$ cat config.mk
export PLATFORM = sky130hd
export DESIGN_NAME = i2s_dac_tx_flat
export DESIGN_NICKNAME = d
export VERILOG_FILES = /design/src/rtl/i2s_pkg.sv /design/src/rtl/i2s_dac_tx_if.sv /design/src/rtl/i2s_clk_gen.sv /design/src/rtl/i2s_dac_tx.sv /design/src/flat_wrapper.sv
export SDC_FILE = /design/constraint.sdc
export NUM_CORES = 1
export LEC_CHECK = 0
export BUFFER_PORTS_ARGS = -buffer_cell sky130_fd_sc_hd__buf_2
export CORE_AREA = 2 2 100 126
export DETAILED_ROUTE_END_ITERATION = 16
export DIE_AREA = 0 0 102 128
export RECOVER_POWER = 100
export SKIP_LAST_GASP = 1
export SYNTH_ARGS = -nofsm -noshare
export SYNTH_HDL_FRONTEND = slang
export SYNTH_SLANG_ARGS = --single-unit
$ cat constraint.sdc
create_clock -name clk -period 3 [get_ports clk]
set_input_delay 0.6 -clock clk [delete_from_list [all_inputs] [get_ports clk]]
set_output_delay 0.6 -clock clk [all_outputs]
set_load 0.02 [all_outputs]
$ cat src/rtl/i2s_pkg.sv
// i2s_pkg: shared defaults, stereo sample type and frame-length helper for the I2S DAC transmitter
package i2s_pkg;
  localparam int I2S_SAMPLE_W = 16;
  localparam int I2S_SLOT_W = 32;
  localparam int I2S_BCLK_DIV = 4;
  typedef struct packed {
    logic [I2S_SAMPLE_W-1:0] left;
    logic [I2S_SAMPLE_W-1:0] right;
  } stereo_sample_t;
  function automatic int frame_clks(int slot_w, int bclk_div);
    return 2 * slot_w * bclk_div;
  endfunction
endpackage

$ cat src/rtl/i2s_dac_tx_if.sv
// i2s_dac_tx_if: sample input strobe/data and serial I2S outputs with status pulses
interface i2s_dac_tx_if
  import i2s_pkg::*;
#(
  parameter int SAMPLE_W = I2S_SAMPLE_W
);
  logic                VALID;
  logic [SAMPLE_W-1:0] left_in;
  logic [SAMPLE_W-1:0] right_in;
  logic                BCLK;
  logic                LRCLK;
  logic                SDOUT;
  logic                frame_start;
  logic                underrun;
  logic                overrun;
  modport master (
    output VALID, left_in, right_in,
    input  BCLK, LRCLK, SDOUT, frame_start, underrun, overrun
  );
  modport slave (
    input  VALID, left_in, right_in,
    output BCLK, LRCLK, SDOUT, frame_start, underrun, overrun
  );
endinterface

$ cat src/rtl/i2s_clk_gen.sv
// i2s_clk_gen: divides clk into BCLK, tracks the slot bit position and derives LRCLK
module i2s_clk_gen
  import i2s_pkg::*;
#(
  parameter int SLOT_W = I2S_SLOT_W,
  parameter int BCLK_DIV = I2S_BCLK_DIV,
  localparam int DW = $clog2(BCLK_DIV),
  localparam int BW = $clog2(2 * SLOT_W)
) (
  input  logic          clk,
  input  logic          rst,
  output logic          bclk,
  output logic          lrclk,
  output logic          fall,
  output logic          frame_wrap,
  output logic [BW-1:0] bit_cnt
);
  logic [DW-1:0] div_cnt_q, div_cnt_d;
  logic [BW-1:0] bit_cnt_q, bit_cnt_d;
  logic bclk_q, bclk_d, lrclk_q, lrclk_d;
  always_comb begin
    fall = div_cnt_q == DW'(BCLK_DIV - 1);
    frame_wrap = fall && bit_cnt_q == BW'(2 * SLOT_W - 1);
    div_cnt_d = fall ? '0 : div_cnt_q + DW'(1);
    bit_cnt_d = frame_wrap ? '0 : bit_cnt_q + BW'(fall);
    bclk_d = div_cnt_d >= DW'(BCLK_DIV / 2);
    lrclk_d = bit_cnt_d >= BW'(SLOT_W);
  end
  always_ff @(posedge clk) begin
    if (rst) begin
      div_cnt_q <= '0;
      bit_cnt_q <= '0;
      bclk_q <= 1'b0;
      lrclk_q <= 1'b0;
    end else begin
      div_cnt_q <= div_cnt_d;
      bit_cnt_q <= bit_cnt_d;
      bclk_q <= bclk_d;
      lrclk_q <= lrclk_d;
    end
  end
  assign bclk = bclk_q;
  assign lrclk = lrclk_q;
  assign bit_cnt = bit_cnt_q;
endmodule

$ cat src/rtl/i2s_dac_tx.sv
// i2s_dac_tx: double-buffered stereo sample capture and Philips I2S MSB-first serializer
module i2s_dac_tx
  import i2s_pkg::*;
#(
  parameter int SAMPLE_W = I2S_SAMPLE_W,
  parameter int SLOT_W = I2S_SLOT_W,
  parameter int BCLK_DIV = I2S_BCLK_DIV
) (
  input logic clk,
  input logic rst,
  i2s_dac_tx_if.slave bus
);
  localparam int BW = $clog2(2 * SLOT_W);
  typedef struct packed {
    logic [SAMPLE_W-1:0] left;
    logic [SAMPLE_W-1:0] right;
  } pair_t;
  logic bclk, lrclk, fall, frame_wrap;
  logic [BW-1:0] bit_cnt, nb, slot_pos;
  logic [SAMPLE_W-1:0] word, sh;
  logic in_word;
  pair_t in_pair, hold_q, hold_d, active_q, active_d;
  logic hold_full_q, hold_full_d, sdout_q, sdout_d;
  logic fs_q, fs_d, ur_q, ur_d, or_q, or_d;
  i2s_clk_gen #(
    .SLOT_W(SLOT_W),
    .BCLK_DIV(BCLK_DIV)
  ) u_clk_gen (
    .clk(clk),
    .rst(rst),
    .bclk(bclk),
    .lrclk(lrclk),
    .fall(fall),
    .frame_wrap(frame_wrap),
    .bit_cnt(bit_cnt)
  );
  always_comb begin
    in_pair = {bus.left_in, bus.right_in};
    hold_d = bus.VALID ? in_pair : hold_q;
    hold_full_d = !frame_wrap && (hold_full_q || bus.VALID);
    active_d = !frame_wrap ? active_q : bus.VALID ? in_pair : hold_full_q ? hold_q : active_q;
    fs_d = frame_wrap;
    ur_d = frame_wrap && !hold_full_q && !bus.VALID;
    or_d = bus.VALID && hold_full_q && !frame_wrap;
    // SDOUT shows the bit of the position bit_cnt is about to enter; the wrap position is always 0
    nb = frame_wrap ? '0 : bit_cnt + BW'(1);
    slot_pos = nb >= BW'(SLOT_W) ? nb - BW'(SLOT_W) : nb;
    word = nb >= BW'(SLOT_W) ? active_q.right : active_q.left;
    in_word = slot_pos != '0 && slot_pos <= BW'(SAMPLE_W);
    sh = word << (slot_pos - BW'(1));
    sdout_d = fall ? in_word && sh[SAMPLE_W-1] : sdout_q;
  end
  always_ff @(posedge clk) begin
    if (rst) begin
      hold_q <= '0;
      active_q <= '0;
      hold_full_q <= 1'b0;
      sdout_q <= 1'b0;
      fs_q <= 1'b0;
      ur_q <= 1'b0;
      or_q <= 1'b0;
    end else begin
      hold_q <= hold_d;
      active_q <= active_d;
      hold_full_q <= hold_full_d;
      sdout_q <= sdout_d;
      fs_q <= fs_d;
      ur_q <= ur_d;
      or_q <= or_d;
    end
  end
  assign bus.BCLK = bclk;
  assign bus.LRCLK = lrclk;
  assign bus.SDOUT = sdout_q;
  assign bus.frame_start = fs_q;
  assign bus.underrun = ur_q;
  assign bus.overrun = or_q;
endmodule

$ cat src/flat_wrapper.sv
// flat-port wrapper written by rule: the top's interface ports become plain ports
module i2s_dac_tx_flat import i2s_pkg::*;
#(
  parameter int SAMPLE_W = I2S_SAMPLE_W,
  parameter int SLOT_W = I2S_SLOT_W,
  parameter int BCLK_DIV = I2S_BCLK_DIV
)
  (clk, rst, bus_VALID, bus_left_in, bus_right_in, bus_BCLK, bus_LRCLK, bus_SDOUT, bus_frame_start, bus_underrun, bus_overrun);
  i2s_dac_tx_if #(.SAMPLE_W(SAMPLE_W)) bus_i ();
  input logic clk;
  input logic rst;
  input wire logic [$bits(bus_i.VALID)-1:0] bus_VALID;
  input wire logic [$bits(bus_i.left_in)-1:0] bus_left_in;
  input wire logic [$bits(bus_i.right_in)-1:0] bus_right_in;
  output wire logic [$bits(bus_i.BCLK)-1:0] bus_BCLK;
  output wire logic [$bits(bus_i.LRCLK)-1:0] bus_LRCLK;
  output wire logic [$bits(bus_i.SDOUT)-1:0] bus_SDOUT;
  output wire logic [$bits(bus_i.frame_start)-1:0] bus_frame_start;
  output wire logic [$bits(bus_i.underrun)-1:0] bus_underrun;
  output wire logic [$bits(bus_i.overrun)-1:0] bus_overrun;
  assign bus_i.VALID = bus_VALID;
  assign bus_i.left_in = bus_left_in;
  assign bus_i.right_in = bus_right_in;
  assign bus_BCLK = bus_i.BCLK;
  assign bus_LRCLK = bus_i.LRCLK;
  assign bus_SDOUT = bus_i.SDOUT;
  assign bus_frame_start = bus_i.frame_start;
  assign bus_underrun = bus_i.underrun;
  assign bus_overrun = bus_i.overrun;
  i2s_dac_tx #(.SAMPLE_W(SAMPLE_W), .SLOT_W(SLOT_W), .BCLK_DIV(BCLK_DIV)) u_core (.clk(clk), .rst(rst), .bus(bus_i));
endmodule
==> flow_summary.toml, run 1 <==
[run_status]
status = "complete, no violations"

[power_and_ir_drop]
p_sw_uw = 527.1
leakage_nw = 1.544
power_frac_comb_pct = 6.4
switching_share_pct = 22.90
seqPwrFrac_pct = 46.8
power.density_mw_per_mm2 = 578.1
clkPwrFrac_pct = 46.8
vdd.ir_drop.worst_mv = 0.3391
power_mw = 2.302
power.internal_mw = 1.775

[routing]
avgViaCountPerCell = 4.735
routed-via-count = 2623
drt_pass1_iterations = 4
ant_nets = 0
wl_per_cell_um = 13.43
initialDrtViolationCount = 160
drt_wl_total_mm = 7.440
drc_errors = 0

[worst_hold_path]
hp-class = "register to register"

[placed_design]
gp_congestion = 0.8375
dp_cells = 538
port-buffer-count = 40
place_hpwl_mm = 5.348
place_area_mm2 = 0.003694
dp_slack_ps = 429.2

[synthesis]
syn_area_mm2 = 0.003386
ys_types = 51
yosysSeqAreaShare_pct = 46.12
synth.ff_latch_count = 78
synthFlopType = "dfxtp_1"
synth_edf_count = 0
synthCells = 356
synth_fp_nets = 396
syn_avg_cell_area_um2 = 9.511
yosysWarnings = 0
async_flop_share_pct = 0

[sta]
tns_ps = 0
rsz0062_at_grt = "no"
fmax_mhz = 376.7
fin_crit_sh_pct = 88.50
hold_viol = 0
period_needed_ps = 2655
maxSlewViolCount = 0
fin_skew_ps = 6.998
max-slew-margin-rel_pct = 15.18
worst_pin_slew_ps = 1272
fin_hold_ws_ps = 423.3
post-route-worst-setup-slack_ps = 345.0
setup_viol = 0

[setup_path]
cpPeakStageDelay_ps = 460
slowest_stage = "xnor2_1"
cp_top_family = "compound AO/OA/AOI/OAI gates"
crit_chain = "ha_1 -> xnor2_1 -> a2111oi_0 -> a31oi_1 -> nand3_1 -> o32a_1 -> a41oi_1 -> a21bo_1"
crit_type = "register to register"
cp-end-kind = "register"
cp.arrival_ps = 2890
critPathMaxFanout = 9
cp.required_ps = 3240
start_kind = "register"
path_buf_inv = 0

[clock_network]
cts_htree_levels = 3
cts_setup_buffers = 0
cts.hold.buffers_added = 0
cts_tree = "done"
clock_path_buffers = 2
clock-sinks = 78
clk_pin_slew_ps = 60
cts_resized = 0
cts-root-buf = "clkbuf_16"
cts_inserted_buffers = 9
clkLatencyLatePin_ps = 340

[finish]
final_area_mm2 = 0.003981
layout_commonest_cell = "dfxtp_1"
multi_input_comb_area_mm2 = 0.001667
layout_common_cells = "dfxtp_1 (78), nor2_1 (77), mux2i_1 (36)"
instances_no_fill = 554
final_layout_size_suffix_gt1_share_pct = 16.15
utilization_pct = 33.35
ff_latch_area_mm2 = 0.001562
syn_to_final_growth_pct = 17.59
fillCellCount = 1297
nets = 425
n_antenna_cell = 0

[run]
max_cap_viol_count = 0

[floorplan]
fp.dieH_um = 128
fp.dieArea_mm2 = 0.01306
design.core.area_mm2 = 0.01194
die-width_um = 102
rows = 45
start_util_pct = 28.36
io_pins = 41

[global_routing]
antenna_found_initial = 0
grt_max_degree = 65
grt_first_pass_wirelength_mm = 12.25
grt_overflow = 0
grtUsageTotal_pct = 12.20
grt_pass1_vias = 2512
## final timing paths
kind / startpoint / to / slack (ps) / depth (start not counted)
max: u_core.u_clk_gen.bit_cnt[0]$_SDFF_PP0_ / u_core.bus.SDOUT$_SDFFE_PP0P_ / 350 / 8
min: u_core.u_clk_gen.div_cnt_q[0]$_SDFF_PP0_ / u_core.u_clk_gen.div_cnt_q[0]$_SDFF_PP0_ / 420 / 1
max reg2reg: u_core.u_clk_gen.bit_cnt[0]$_SDFF_PP0_ / u_core.bus.SDOUT$_SDFFE_PP0P_ / 350 / 8
min reg2reg: u_core.u_clk_gen.div_cnt_q[0]$_SDFF_PP0_ / u_core.u_clk_gen.div_cnt_q[0]$_SDFF_PP0_ / 420 / 1
## area by class of cell
| cell class | count | share of cell area (%) |
|---|---|---|
| clock buffer | 9 | 5.657 |
| clock inverter | 7 | 1.854 |
| inverter | 6 | 0.5657 |
| multi-input combinational | 245 | 41.86 |
| sequential | 78 | 39.22 |
| tap | 164 | 5.154 |
| timing repair buffer | 45 | 5.688 |
## Yosys cell counts (5+ instances only)
| cell type | number | area [um^2] |
|---|---|---|
| buf_6 | 5 | 56.30 |
| inv_1 | 6 | 22.52 |
| mux2i_1 | 36 | 360.4 |
| o21ai_0 | 5 | 25.02 |
| ha_1 | 5 | 62.56 |
| clkbuf_1 | 19 | 71.32 |
| a211oi_1 | 35 | 262.8 |
| nand2_1 | 11 | 41.29 |
| dfxtp_1 | 78 | 1562 |
| nor2_1 | 78 | 292.8 |
| nand3_1 | 7 | 35.03 |
## power groups by stage
stage               clock, mW  sequential (mW)  combinational [mW]
CTS                      1.11             1.08               0.150
global route             1.15             1.08               0.165
finish                   1.08             1.08               0.146
global placement            0             1.10               0.147
floorplan                   0             1.10              0.0966
detailed placement          0             1.10               0.149
## per-layer routing
metal,global-route usage (%),up-vias,share of wire [%]
met4,5.412,0,2.5
met3,2.999,14,4.0
li1,-,1333,-
met1,14.53,1214,44
met5,0,-,0
met2,20.59,62,50
## logic make-up (layout without fill, tap and decap cells)
logic type / Yosys count / after routing / synth area share (%)
compound gates: 69 / 69 / 15.26
fa+ha+maj: 5 / 5 / 1.848
buf+inv: 33 / 67 / 4.878
simple gates: 123 / 123 / 16.04
flops: 78 / 78 / 46.12
xor+xnor: 6 / 6 / 1.552
mux: 42 / 42 / 14.30
## state kept, by name, summed over array words and instances, names as in the netlist
register                    count
u_core.bus.frame_start          1
u_core.u_clk_gen.div_cnt_q      2
u_core.bus.overrun              1
u_core.bus.underrun             1
u_core.hold_q                  32
u_core.hold_full_q              1
u_core.active_q                32
u_core.bus.SDOUT                1
u_core.u_clk_gen.bit_cnt        6
u_core.u_clk_gen.lrclk          1
## worst reg2reg max path, delay by kind of cell (launching register included)
kind / cells / cell delay, ps
adders and majority gates: 1 / 310
and+or+nand+nor: 1 / 120
xor gates and xnor gates: 1 / 460
AOI/OAI and AO/OA: 5 / 1260
DFF: 1 / 400
(Power assumes the default switching activity.)
==> run 2, diff against run 1 <==
- SYNTH_HIERARCHICAL: not set -> 1
- TNS_END_PERCENT: not set -> 10
==> run 2 against run 1 <==
Combinational power is 62% higher. Clock-buffer cell count is 2 higher. Global-route usage is 0.18 points lower. Clock power is 5% lower. Worst hold slack better by 13 ps. Via count is 1.4% lower.
==> flow_summary.toml, run 2 <==
[sta]
setup_viol = 0
rsz0062_at_grt = "no"
max-slew-margin-rel_pct = 24.65
fmax_mhz = 362.8
hold_viol = 0
period_needed_ps = 2756
worst_pin_slew_ps = 1130
tns_ps = 0
maxSlewViolCount = 0
post-route-worst-setup-slack_ps = 243.8
fin_skew_ps = 5.188
fin_crit_sh_pct = 91.87

[clock_network]
cts-root-buf = "clkbuf_16"
cts_htree_levels = 3
clk_pin_slew_ps = 60
cts_tree = "done"
clock-sinks = 77
clock_path_buffers = 2
cts_inserted_buffers = 9
clkLatencyLatePin_ps = 330

[setup_path]
cp.required_ps = 3240
r2r_start = "u_core/u_clk_gen/bit_cnt[3]$_SDFF_PP0_"
start_kind = "register"
r2r_slack_ps = 240
critPathMaxFanout = 16
cp-end-kind = "register"
cp-startpoint = "u_core/u_clk_gen/bit_cnt[3]$_SDFF_PP0_"
cp.arrival_ps = 3000
crit_end = "u_core/bus.SDOUT$_SDFFE_PP0P_"
reg2regPathDepth = 10
reg2reg_to = "u_core/bus.SDOUT$_SDFFE_PP0P_"
crit_type = "register to register"

[synthesis]
yosysWarnings = 6
ys_types = 50
synth_fp_nets = 396
synth_area_leaders = "dfxtp_1 (46%), mux2i_1 (12%), nor2_1 (8.4%)"
synth_edf_count = 0
synth_most_common_cell = "dfxtp_1"
synth.ff_latch_count = 77
yosysSeqAreaShare_pct = 45.94
syn_avg_cell_area_um2 = 9.453
synth_common_cells = "dfxtp_1 (77), nor2_1 (75), mux2i_1 (40)"
async_flop_share_pct = 0
syn_area_mm2 = 0.003356
synthCells = 355
synth_top_cell_area_share_pct = 45.94
synthFlopType = "dfxtp_1"
yosysTopAreaCell = "dfxtp_1"

[placed_design]
place_hpwl_mm = 5.203
port-buffer-count = 40
dp_slack_ps = 216.4
gp_congestion = 0.9073

[run]
max_cap_viol_count = 0

[floorplan]
rows = 45
fp.dieH_um = 128
io_pins = 41
start_util_pct = 28.11
design.core.area_mm2 = 0.01194
die-width_um = 102
fp.dieArea_mm2 = 0.01306

[finish]
layout_common_cells = "dfxtp_1 (76), nor2_1 (75), mux2i_1 (40)"
nets = 432
final_layout_size_suffix_gt1_share_pct = 17.47
syn_to_final_growth_pct = 19.31
layout_commonest_cell = "dfxtp_1"
n_antenna_cell = 0
utilization_pct = 33.54

[global_routing]
grt_first_pass_wirelength_mm = 12.16
grtUsageTotal_pct = 12.02
antenna_found_initial = 0
grt_max_degree = 65
grt_overflow = 0
grt_pass1_vias = 2548

[routing]
ant_nets = 0
drt_wl_total_mm = 7.224
drt_pass1_iterations = 4
initialDrtViolationCount = 144
drc_errors = 0
routed-via-count = 2585
avgViaCountPerCell = 4.624
wl_per_cell_um = 12.92

[run_status]
status = "complete, no violations"

[worst_hold_path]
hp-class = "register to register"

[power_and_ir_drop]
power_mw = 2.344
vdd.ir_drop.worst_mv = 0.2883
leakage_nw = 1.543
power.density_mw_per_mm2 = 585.3
-- run 2: changes by cell type in the layout (fill, tap and decap cells not counted), sizes merged, moves of 4 or more --
cell | previous run | this run
mux2i | 36 | 41
a21oi | 4 | 8
mux4 | 4 | 0
and2 | 5 | 1
nor2b | 1 | 5
clkbuf | 18 | 24
nor2 | 79 | 75
nand2 | 12 | 8
-- run 2: worst min path at each step --
stage / startpoint / endpoint / slack [ps] / cells past startpoint
global route: u_core/u_clk_gen/div_cnt_q[0]$_SDFF_PP0_ / u_core/u_clk_gen/div_cnt_q[0]$_SDFF_PP0_ / 450 / 1
finish: u_core/u_clk_gen/div_cnt_q[0]$_SDFF_PP0_ / u_core/u_clk_gen/div_cnt_q[0]$_SDFF_PP0_ / 440 / 1
detailed placement: u_core/u_clk_gen/div_cnt_q[0]$_SDFF_PP0_ / u_core/u_clk_gen/div_cnt_q[0]$_SDFF_PP0_ / 420 / 1
floorplan: u_core/u_clk_gen/div_cnt_q[0]$_SDFF_PP0_ / u_core/u_clk_gen/div_cnt_q[0]$_SDFF_PP0_ / 400 / 1
global placement: u_core/u_clk_gen/div_cnt_q[0]$_SDFF_PP0_ / u_core/u_clk_gen/div_cnt_q[0]$_SDFF_PP0_ / 410 / 1
CTS: u_core/u_clk_gen/div_cnt_q[0]$_SDFF_PP0_ / u_core/u_clk_gen/div_cnt_q[0]$_SDFF_PP0_ / 430 / 1
-- run 2: worst max-delay path, cell delays in order (launching register included) --
cell      delay [ps]
dfxtp_1          600
nand3_2          160
nor2_1           170
buf_4            240
nand2b_1         160
ha_1             250
xor2_1           260
nor2_1            80
a221o_1          320
o31a_1           110
o41ai_2          310
-- run 2: what timing repair did --
| action | CTS | global route |
|---|---|---|
| hold buffers | 0 | 0 |
| resized for setup | 0 | 3 |
| endpoints found under the setup margin | 0 | 1 |
| buffers inserted | 0 | 0 |
-- run 2: kinds of logic (layout without fill, tap and decap cells) --
group | count (synthesis) | after routing | share of synthesized area, %
compound gates | 69 | 69 | 15.70
xor+xnor | 6 | 6 | 1.566
fa+ha+maj | 6 | 6 | 2.237
buf+inv | 31 | 71 | 3.654
flops | 77 | 77 | 45.94
mux | 46 | 46 | 14.28
simple gates | 120 | 120 | 16.63
-- run 2: metrics by stage --
stage                     cells  area, um^2  hold slack [ps]
after global placement      544        3744            410.3
after floorplan             355        3357            401.7
after global routing        559        4004            445.7
after CTS                   559        4026            428.9
final                       559        4004            436.2
after detailed placement    544        3744            420.4
-- run 2: layout make-up --
type,count,area [um^2]
Timing Repair Buffer,50,246.5
Clock buffer,11,232.7
Fill cell,1300,7933
Inverter,6,22.52
Tap cell,164,205.2
Sequential cell,77,1543
Multi-Input combinational cell,247,1704
Clock inverter,4,50.05
-- run 2: per-layer routing --
layer / routed length, um / GRT usage (%) / part of all wire (%)
met5: 0 / 0 / 0
met4: 140 / 5.490 / 1.9
met3: 219 / 3.435 / 3.0
met2: 3707 / 20.63 / 51
met1: 3157 / 13.64 / 44
-- run 2: power breakdown --
| group | internal (mW) | switching (mW) | total (mW) |
|---|---|---|---|
| Clock | 0.638 | 0.395 | 1.03 |
| Combinational | 0.100 | 0.136 | 0.236 |
| Sequential | 1.06 | 0.0172 | 1.08 |
| Total | 1.80 | 0.548 | 2.34 |
==> run 3, diff against run 2 <==
- CORE_AREA: 2 2 100 126 -> 2 2 103 130
- DIE_AREA: 0 0 102 128 -> 0 0 105 132
- clock period: 3 -> 3.45 ns (I/O delays scaled with it)
==> run 3 against run 2 <==
The flow now finishes with violations (max-capacitance violations, max-slew violations). Sequential power fell by 13%. Clock-buffer cell count did not move. Fmax fell by 12%. Non-clock buffer count fell by 5. Register-to-register slack improved by 70 ps.
==> flow_summary.toml, run 3 (same netlist as run 2, synthesis figures left out) <==
[run_status]
status = "finished with violations"
violations = "max-capacitance violations, max-slew violations"

[finish]
layout_common_cells = "dfxtp_1 (77), nor2_1 (75), mux2i_1 (40)"
n_antenna_cell = 0
final_layout_size_suffix_gt1_share_pct = 16.62
fillCellCount = 1386
layout_commonest_cell = "dfxtp_1"
syn_to_final_growth_pct = 18.75
nets = 427
utilization_pct = 31.76

[setup_path]
cp.required_ps = 3690
crit_chain = "ha_1 -> nand4_1 -> nor2_1 -> buf_4 -> a311oi_1 -> o211a_1 -> a211oi_1 -> o21ai_2 -> a221o_1 -> o31a_1 -> o41ai_2"
slowest_stage = "a211oi_1"
critPathMaxFanout = 14
cp.arrival_ps = 3370
path_buf_inv = 1
cpPeakStageDelay_ps = 510
cp_top_family = "compound AO/OA/AOI/OAI gates"
crit_type = "register to register"
cp-end-kind = "register"
start_kind = "register"

[sta]
maxSlewViolCount = 76
fmax_mhz = 319.2
rsz0062_at_grt = "no"
period_needed_ps = 3132
tns_ps = 0
fin_skew_ps = 3.919
max-slew-margin-rel_pct = -54.42
setup_viol = 0
fin_crit_sh_pct = 90.80
hold_viol = 0
worst_pin_slew_ps = 2316

[global_routing]
busiest_layer = "met2"
antenna_found_initial = 0
grtUsageMet1_pct = 13.37
grt_overflow = 0
grt_pass1_vias = 2489
grtUsageTotal_pct = 11.28
met3_usage_pct = 3.707
grt_first_pass_wirelength_mm = 12.37
grtUsageMet2_pct = 18.40
grt_max_degree = 65

[power_and_ir_drop]
clkPwrFrac_pct = 44.8
power.density_mw_per_mm2 = 516.8
seqPwrFrac_pct = 45.5
power_frac_comb_pct = 9.7
power.internal_mw = 1.579
p_sw_uw = 480.5
switching_share_pct = 23.33
vdd.ir_drop.worst_mv = 0.2474
leakage_nw = 1.537

[routing]
drc_errors = 0
wl_per_cell_um = 13.21
initialDrtViolationCount = 116
drt_wl_total_mm = 7.383
avgViaCountPerCell = 4.603
routed-via-count = 2573
drt_pass1_iterations = 4
ant_nets = 0

[clock_network]
cts-root-buf = "clkbuf_16"
cts_tree = "done"
cts_htree_levels = 3
clk_pin_slew_ps = 50
cts_resized = 0
clkLatencyLatePin_ps = 340
clock_path_buffers = 2
cts_setup_buffers = 0
cts.hold.buffers_added = 0
cts_inserted_buffers = 9
clock-sinks = 77

[placed_design]
port-buffer-count = 40
gp_congestion = 0.9170
place_hpwl_mm = 5.276

[floorplan]
rows = 46
design.core.area_mm2 = 0.01255
io_pins = 41
start_util_pct = 26.75
die-width_um = 105
fp.dieH_um = 132
fp.dieArea_mm2 = 0.01386

[worst_hold_path]
hp-class = "register to register"

[run]
max_cap_viol_count = 2
==> run 3: cell types whose count changed in the layout (fill, tap and decap cells not counted), moves of 2 or more <==
cell	previous run	this run
clkbuf_1	13	10
clkinv_2	1	4
clkinvlp_4	2	0
buf_4	4	2
==> run 3: power by group through the flow <==
stage	Sequential, mW	Combinational (mW)	Clock (mW)
after CTS	0.937	0.200	0.951
final	0.937	0.199	0.923
after global routing	0.941	0.221	0.991
after detailed placement	0.957	0.199	0
after floorplan	0.957	0.142	0
after global placement	0.955	0.195	0
==> run 3: final timing paths <==
check | cells after the start | start | endpoint | slack, ps
setup / recovery | 11 | u_core/u_clk_gen/div_cnt_q[0]$_SDFF_PP0_ | u_core/bus.SDOUT$_SDFFE_PP0P_ | 320
hold / removal | 1 | u_core/u_clk_gen/div_cnt_q[0]$_SDFF_PP0_ | u_core/u_clk_gen/div_cnt_q[0]$_SDFF_PP0_ | 440
setup reg to reg | 11 | u_core/u_clk_gen/div_cnt_q[0]$_SDFF_PP0_ | u_core/bus.SDOUT$_SDFFE_PP0P_ | 320
hold reg to reg | 1 | u_core/u_clk_gen/div_cnt_q[0]$_SDFF_PP0_ | u_core/u_clk_gen/div_cnt_q[0]$_SDFF_PP0_ | 440
==> run 3: area by class of cell <==
class / count / area (um^2) / share of cell area, %
sequential: 77 / 1541 / 38.68
timing repair buffer: 45 / 219.0 / 5.495
tap: 168 / 210.2 / 5.275
clock inverter: 5 / 50.05 / 1.256
multi-input combinational: 247 / 1699 / 42.64
inverter: 6 / 22.52 / 0.5651
clock buffer: 11 / 242.7 / 6.091
==> run 3: stage by stage <==
stage | setup slack, ps | hold WS (ps) | cells | total power [mW] | area [um^2]
3_3_place_gp | 572.5 | 410.4 | 543 | 1.150 | 3711
4_1_cts | 306.0 | 442.0 | 559 | 2.088 | 4004
5_1_grt | 5.097 | 455.7 | 559 | 2.154 | 3985
6_report | 317.5 | 443.6 | 559 | 2.060 | 3985
2_1_floorplan | 449.5 | 401.7 | 355 | 1.099 | 3356
3_5_place_dp | 331.7 | 433.4 | 543 | 1.156 | 3711
==> run 3: per-layer routing <==
layer	part of all wire [%]	up-vias
li1	-	1329
met1	44	1182
met2	50	52
met3	3.6	10
met4	2.4	0
met5	0	-
